$ cat src/rtl/mpmc10_resv_mgr.sv
// mpmc10_resv_mgr: reservation table for load-reserved lines, round-robin set
// arbitration across channels and line invalidation on committed writes.
module mpmc10_resv_mgr #(
    parameter int NCH = 8,
    parameter int NAR = 4,
    parameter logic [3:0] IDLE = 4'd0
) (
    input  logic              clk,
    input  logic              rst_n,
    input  logic [3:0]        state,
    input  logic [NCH-1:0]    resv_req,
    input  logic [32*NCH-1:0] resv_adr_i,
    output logic [NCH-1:0]    resv_ack,
    input  logic              wr,
    input  logic [3:0]        wch,
    input  logic [31:0]       wadr,
    output logic [4*NAR-1:0]  resv_ch,
    output logic [32*NAR-1:0] resv_adr,
    output logic [NAR-1:0]    resv_vld
);
    localparam int VW = $clog2(NAR);

    logic [3:0]     ch_q [NAR];
    logic [3:0]     ch_d [NAR];
    logic [31:0]    adr_q [NAR];
    logic [31:0]    adr_d [NAR];
    logic [NAR-1:0] vld_q, vld_d;
    logic [NCH-1:0] ack_q, ack_d, elig;
    logic [3:0]     rr_q, rr_d, gi;
    logic [VW-1:0]  vic_q, vic_d, osel, fsel, sel;
    logic           gnt, own, free, idle;
    int             gsel;

    // Write channel is not needed: a matching store clears the line whoever owns it.
    logic unused_ok;
    assign unused_ok = ^{wch, wadr[4:0]};

    assign idle = (state == IDLE);
    // A requester seeing its ack this cycle must not be granted again.
    assign elig = resv_req & ~ack_q;

    always_comb begin
        ch_d  = ch_q;
        adr_d = adr_q;
        vld_d = vld_q;
        ack_d = '0;
        rr_d  = rr_q;
        vic_d = vic_q;
        gnt   = 1'b0;
        gsel  = 0;
        own   = 1'b0;
        free  = 1'b0;
        osel  = '0;
        fsel  = '0;
        for (int k = NCH - 1; k >= 0; k--) begin
            if (elig[(int'(rr_q) + k) % NCH]) begin
                gnt  = 1'b1;
                gsel = (int'(rr_q) + k) % NCH;
            end
        end
        gi = 4'(gsel);
        for (int e = NAR - 1; e >= 0; e--) begin
            if (!vld_q[e]) begin
                free = 1'b1;
                fsel = VW'(e);
            end
            if (vld_q[e] && ch_q[e] == gi) begin
                own  = 1'b1;
                osel = VW'(e);
            end
        end
        sel = own ? osel : (free ? fsel : vic_q);
        if (idle) begin
            for (int e = 0; e < NAR; e++) begin
                if (wr && vld_q[e] && adr_q[e][31:5] == wadr[31:5]) begin
                    vld_d[e] = 1'b0;
                    ch_d[e]  = 4'hF;
                end
                if (gnt && vld_q[e] && ch_q[e] == gi && VW'(e) != sel) begin
                    vld_d[e] = 1'b0;
                    ch_d[e]  = 4'hF;
                end
            end
            if (gnt) begin
                ch_d[sel]  = gi;
                adr_d[sel] = resv_adr_i[32*gsel +: 32];
                vld_d[sel] = 1'b1;
                ack_d      = NCH'(1) << gsel;
                rr_d       = (gi == 4'(NCH - 1)) ? 4'd0 : gi + 4'd1;
                vic_d      = (own || free) ? vic_q : vic_q + VW'(1);
            end
        end
    end

    always_ff @(posedge clk or negedge rst_n) begin
        if (!rst_n) begin
            for (int e = 0; e < NAR; e++) begin
                ch_q[e]  <= 4'hF;
                adr_q[e] <= '0;
            end
            vld_q <= '0;
            ack_q <= '0;
            rr_q  <= '0;
            vic_q <= '0;
        end else begin
            ch_q  <= ch_d;
            adr_q <= adr_d;
            vld_q <= vld_d;
            ack_q <= ack_d;
            rr_q  <= rr_d;
            vic_q <= vic_d;
        end
    end

    for (genvar e = 0; e < NAR; e++) begin : g_out
        assign resv_ch[4*e +: 4]   = ch_q[e];
        assign resv_adr[32*e +: 32] = adr_q[e];
    end
    assign resv_vld = vld_q;
    assign resv_ack = ack_q;
endmodule

$ cat config.mk
export PLATFORM = sky130hd
export DESIGN_NAME = mpmc10_resv_mgr
export DESIGN_NICKNAME = d
export VERILOG_FILES = /design/src/rtl/mpmc10_resv_mgr.sv
export SDC_FILE = /design/constraint.sdc
export NUM_CORES = 1
export LEC_CHECK = 0
export BUFFER_PORTS_ARGS = -buffer_cell sky130_fd_sc_hd__buf_2
export CORE_AREA = 5 5 175 177
export CTS_CLUSTER_SIZE = 16
export DETAILED_ROUTE_END_ITERATION = 10
export DIE_AREA = 0 0 180 182
export PLACE_DENSITY = 0.68
export REMOVE_ABC_BUFFERS = 1
export SYNTH_ARGS = -nofsm -noshare
export SYNTH_HDL_FRONTEND = slang
export SYNTH_SLANG_ARGS = --single-unit
$ cat constraint.sdc
create_clock -name clk -period 12.25 [get_ports clk]
set_clock_uncertainty 0.2 [all_clocks]
set_input_delay 3.0625 -clock clk [delete_from_list [all_inputs] [get_ports clk]]
set_output_delay 3.0625 -clock clk [all_outputs]
set_load 0.02 [all_outputs]
==> results of run 1 <==
==> path summary, 6_finish.rpt <==
path / from / endpoint
max in group asynchronous: rst_n / resv_adr[24]
min in group asynchronous: rst_n / resv_adr[44]
hold / removal: vic_q[1] / vic_q[1]
setup / recovery: resv_req[5] / resv_adr[4]
hold reg to reg: vic_q[1] / vic_q[1]
setup reg to reg: rr_q[1] / resv_adr[4]
==> worst reg2reg max path: stages, from the launching register on <==
cell      delay (ns)
dfrtp_1         0.68
clkinv_1        0.42
ha_1            0.85
or4b_1          0.25
a41oi_1         0.14
o32a_1          0.36
a2111o_1        0.40
o221ai_4        0.15
buf_4           0.55
xnor2_1         0.21
and4bb_4        0.24
a221oi_4        0.35
nor2_1          0.20
a211oi_4        0.38
buf_4           0.67
mux2i_1         0.32
==> routing by layer <==
metal | track usage (%) | vias to the layer above
met2 | 44.81 | 388
met1 | 31.58 | 5370
met3 | 6.090 | 49
met4 | 6.736 | 0
met5 | 0 | -
li1 | - | 5357
==> kinds of logic (layout without fill, tap and decap cells) <==
group,Yosys count,in the layout
adders and majority gates,8,8
and+or+nand+nor,500,500
muxes,124,124
xor gates and xnor gates,119,119
AOI/OAI and AO/OA,214,214
other,0,6
DFF,161,161
buffers and inverters,192,608
==> registers in the layout, indices dropped and copies added (netlist names) <==
name	cells
resv_ch	16
vic_q	2
resv_vld	4
resv_ack	8
rr_q	3
resv_adr	128
==> metrics by stage <==
stage / utilization (%) / setup WS, ns / cells / cell area (sq um)
after floorplan: - / 0.2103 / 1237 / 10880
after global placement: 47.37 / 4.389 / 2092 / 13780
after detailed placement: 47.37 / 4.286 / 2092 / 13780
after CTS: 49.45 / 4.745 / 2124 / 14380
after global routing: 49.49 / 4.420 / 2128 / 14390
final: 49.50 / 4.667 / 2130 / 14400
==> cell type report <==
type | instances | area share, %
antenna | 6 | 0.1043
clock buffer | 18 | 3.050
clock inverter | 14 | 1.164
inverter | 111 | 2.911
multi-input combinational | 965 | 44.85
sequential | 161 | 28.12
tap | 390 | 3.389
timing repair buffer | 465 | 16.41
==> cell usage in the layout, fill, tap and decap left out, drive strengths merged, types with 4 or more instances in the layout <==
master	synthesis	layout
a211oi	6	6
a21o	4	4
a21oi	71	71
a2bb2oi	7	7
a311oi	32	32
a31oi	34	34
and2	4	4
and3	74	74
buf	32	465
clkbuf	49	18
clkinv	2	8
dfrtp	145	145
dfstp	16	16
diode	0	6
ha	8	8
inv	109	115
mux2	4	4
mux2i	108	108
mux4	12	12
nand2	270	270
nand2b	10	10
nand3	10	10
nand4	25	25
nor2	54	54
nor2b	11	11
nor3	9	9
nor4	14	14
o21a	4	4
o21ai	15	15
o221ai	4	4
or4bb	4	4
xnor2	84	84
xor2	35	35
==> flow_metrics.py, run 1 <==
metrics = {
    "logic_synthesis": {
        "syn-cell-area_sq_um": 11340,
        "synth_edf_count": 0,
        "synth_seq_cells": 161,
        "synth_compound_area_share_pct": 13.32,
        "synth_most_common_cell": "nand2_1",
        "synth_top_family_by_area": "simple AND/OR/NAND/NOR gates",
        "synth_common_cells": "269 x nand2_1, 145 x dfrtp_1, 108 x mux2i_1, 107 x inv_1, 83 x xnor2_1",
        "async_reset_ff_share_pct": 100.0,
        "netlist_instances": 1318,
        "ys_types": 78,
        "synth_xor_area_share_pct": 9.254,
        "synth_area_leaders": "dfrtp_1 32%, mux2i_1 9.5%, nand2_1 8.9%",
        "yosys_warnings": 0,
        "synth_top_area_share_pct": 31.99,
        "ys_seq_area_share_pct": 35.69,
        "synth_area_leader_cell": "dfrtp_1",
        "ys.flop_type": "dfrtp_1",
        "synth_adder_area_share_pct": 0.8824,
        "synth_mux_area_share_pct": 12.31,
        "avgSynthCellArea_sq_um": 8.607,
        "synth-simple-area-share_pct": 20.81,
    },
    "hold_path": {
        "hold_class": "flop to flop",
        "min_path_cells": 1,
    },
    "floorplanning": {
        "core_sq_um": 29090,
        "ios": 463,
        "die_h_um": 182,
        "die_area_sq_um": 32760,
        "fp-row-count": 63,
        "initial_core_util_pct": 39.00,
        "fp.dieW_um": 180,
    },
    "clock_network": {
        "cts_resized": 0,
        "path_clk_slew_ns": 0.07,
        "cts_hold_buf": 0,
        "worstSkewPairLatency_ns": 0.43,
        "cts-root-buf": "clkbuf_16",
        "clock_sinks": 161,
        "cts_buffer_depth": 2,
        "htreeDepth": 4,
        "post_cts_buffers": 0,
        "numCtsBuffers": 17,
        "cts_tree": "done",
    },
    "critical_path": {
        "worstPathArrival_ns": 7.72,
        "critPathTopFamily": "multiplexers",
        "start_kind": "input pin",
        "crit_cells": 13,
        "critical_path_buf_inv_count": 2,
        "rrSetupSlack_ns": 5.79,
        "cp_slowest_cell": "buf_4",
        "endpoint_kind": "flop",
        "critPathRequiredTime_ns": 12.39,
        "slowest_delay_ns": 0.67,
        "setup.worst_path.class": "input pin to flop",
        "worstRegToRegCells": 15,
        "cp_max_fo": 72,
        "path_cells": "buf_2 -> nand2b_1 -> mux4_2 -> mux2_2 -> a211oi_1 -> o211a_1 -> nand2_4 -> xnor2_1 -> nand2_2 -> o2bb2ai_1 -> a211oi_4 -> buf_4 -> mux2i_1",
    },
    "detailed_routing": {
        "via_count": 11160,
        "top_layer_used": "met4",
        "drc": 0,
        "wl_per_cell_um": 20.61,
        "antenna_left": 0,
        "drtIter0Drc": 719,
        "dr.pass1.iters": 5,
        "met1_length_mm": 17.63,
        "wl_met2_mm": 22.48,
        "routed_wl_mm": 43.91,
        "wl_met3_mm": 2.926,
        "viasPerCell": 5.241,
    },
    "sta": {
        "finalHoldViolCount": 0,
        "fin_crit_sh_pct": 61.90,
        "period_needed_ns": 7.583,
        "finalHoldWorstSlack_ns": 0.2796,
        "setup-tns-final_ns": 0,
        "slew_viol_final": 0,
        "relSlewSlack_pct": 16.40,
        "fmax_mhz": 131.9,
        "tightest_slew_ns": 1.243,
        "setup_viol": 0,
        "grt_setup_unrepaired": "no",
    },
    "grt": {
        "grt.total_usage_pct": 25.52,
        "grt_overflow": 0,
        "antenna_found_initial": 6,
        "grt_first_pass_wirelength_mm": 64.90,
        "grt_max_degree": 93,
        "first_global_vias": 10780,
    },
    "run_status": {
        "status": "complete, no violations",
    },
    "cells_and_area": {
        "register_area_sq_um": 4049,
        "areaGrowthSynthToFinish_pct": 26.94,
        "layout.nets": 2036,
        "multi_input_area_sq_um": 6457,
        "final_layout_size_suffix_gt1_share_pct": 31.78,
        "fillers": 2872,
    },
    "place": {
        "dp_hpwl_mm": 33.72,
        "io_buffers": 453,
        "globalplace.congestion": 0.9242,
    },
    "job": {
        "maxCapViolations": 0,
    },
}
Power of run 1 is not shown: default switching activity piles up to over one toggle a cycle in this logic, so the estimate is an artifact.
==> run 2, diff against run 1 <==
clock period = 7.13 ns   (was 12.25 ns; I/O delays follow)
==> flow_metrics.py, run 2 (synthesized netlist as in run 1, its figures left out) <==
metrics = {
    "run_status": {
        "status": "complete, no violations",
    },
    "detailed_routing": {
        "antenna_left": 0,
        "drtIter0Drc": 670,
        "dr.pass1.iters": 7,
        "wl_per_cell_um": 20.35,
        "via_count": 11350,
        "routed_wl_mm": 43.37,
        "drc": 0,
        "viasPerCell": 5.325,
    },
    "sta": {
        "fin_crit_sh_pct": 81.78,
        "setup_viol": 0,
        "finalHoldViolCount": 0,
        "slew_viol_final": 0,
        "relSlewSlack_pct": 18.22,
        "period_needed_ns": 5.831,
        "tightest_slew_ns": 1.216,
        "grt_setup_unrepaired": "no",
        "fmax_mhz": 171.5,
        "finalHoldWorstSlack_ns": 0.2881,
    },
    "clock_network": {
        "worstSkewPairLatency_ns": 0.43,
        "cts_buffer_depth": 2,
        "numCtsBuffers": 17,
        "cts_resized": 0,
        "cts_hold_buf": 0,
        "path_clk_slew_ns": 0.07,
        "clock_sinks": 161,
        "cts-root-buf": "clkbuf_16",
        "post_cts_buffers": 0,
        "htreeDepth": 4,
        "cts_tree": "done",
    },
    "cells_and_area": {
        "fillers": 2829,
        "multi_input_area_sq_um": 6457,
        "register_area_sq_um": 4049,
        "final_layout_size_suffix_gt1_share_pct": 31.84,
        "final_cell_mix": "452 x buf_2, 268 x nand2_1, 145 x dfrtp_1",
        "areaGrowthSynthToFinish_pct": 27.26,
        "layout_commonest_cell": "buf_2",
        "largest_register_ffs": 128,
        "layout.nets": 2039,
    },
    "hold_path": {
        "hold_class": "flop to flop",
        "min_path_cells": 1,
        "hold_end": "vic_q[1]",
        "min-delay-start": "vic_q[1]",
    },
    "floorplanning": {
        "die_h_um": 182,
        "fp-row-count": 63,
        "fp.dieW_um": 180,
        "core_sq_um": 29090,
        "ios": 463,
        "initial_core_util_pct": 39.00,
        "die_area_sq_um": 32760,
    },
    "place": {
        "dp_hpwl_mm": 34.10,
        "io_buffers": 453,
        "globalplace.congestion": 0.9276,
    },
    "critical_path": {
        "cp_max_fo": 22,
        "timing.rr.start": "rr_q[1]",
        "worstPathArrival_ns": 5.96,
        "endpoint_kind": "flop",
        "worst_r2r_endpoint": "resv_adr[54]",
        "setup.worst_path.class": "flop to flop",
        "rrSetupSlack_ns": 1.30,
        "start_kind": "flop",
        "worstRegToRegCells": 14,
        "critPathRequiredTime_ns": 7.26,
    },
    "grt": {
        "first_global_vias": 10840,
        "antenna_found_initial": 5,
        "grt_first_pass_wirelength_mm": 64.14,
        "grt_max_degree": 107,
        "grt.total_usage_pct": 25.10,
        "grt_overflow": 0,
    },
    "job": {
        "maxCapViolations": 0,
    },
}
==> run 2: layout make-up <==
type	instances	share of cell area, %
Antenna cell	4	0.06934
Clock buffer	19	3.138
Clock inverter	13	0.6761
Inverter	111	2.904
Multi-Input combinational cell	965	44.73
Sequential cell	161	28.05
Tap cell	390	3.380
Timing Repair Buffer	468	17.05
==> run 2: critical path: stages, from the launching register on <==
cell       delay (ns)
dfrtp_1          0.68
clkinv_1         0.36
ha_1             0.82
or4bb_1          0.47
a41oi_1          0.30
o32ai_1          0.13
a31oi_1          0.32
o221ai_4         0.27
xnor2_1          0.27
nand4b_1         0.19
o21ai_1          0.38
o2bb2ai_1        0.26
and4_4           0.54
buf_12           0.27
mux2i_1          0.23
==> run 2: stage by stage <==
step,setup TNS [ns],cells,area [sq um],util (%),worst slack (ns)
2_1_floorplan,-338.98,1237,10880,-,-3.630
3_3_place_gp,0,2095,13870,47.70,1.064
3_5_place_dp,0,2095,13870,47.70,1.045
4_1_cts,0,2127,14430,49.59,1.316
5_1_grt,0,2130,14430,49.62,0.9736
6_report,0,2131,14440,49.63,1.299
==> run 2: worst max-delay path by stage <==
| stage | slack, ns | cells past startpoint | from | endpoint |
|---|---|---|---|---|
| after floorplan | -3.63 | 11 | resv_req[3] | resv_adr[100] |
| after global placement | 1.06 | 13 | resv_req[0] | resv_adr[106] |
| after detailed placement | 1.04 | 13 | resv_req[0] | resv_adr[1] |
| after CTS | 1.32 | 14 | rr_q[1] | resv_adr[54] |
| after global routing | 0.97 | 12 | rr_q[1] | resv_adr[10] |
| final | 1.30 | 14 | rr_q[1] | resv_adr[54] |
==> run 2: layer usage <==
layer	vias up	track usage, %	wire [um]
met5	-	0	0
met4	0	7.528	1106
met3	58	5.749	2688
met2	393	43.77	22090
met1	5520	31.07	17490
li1	5377	-	-
Power of run 2 is left out for the same reason.
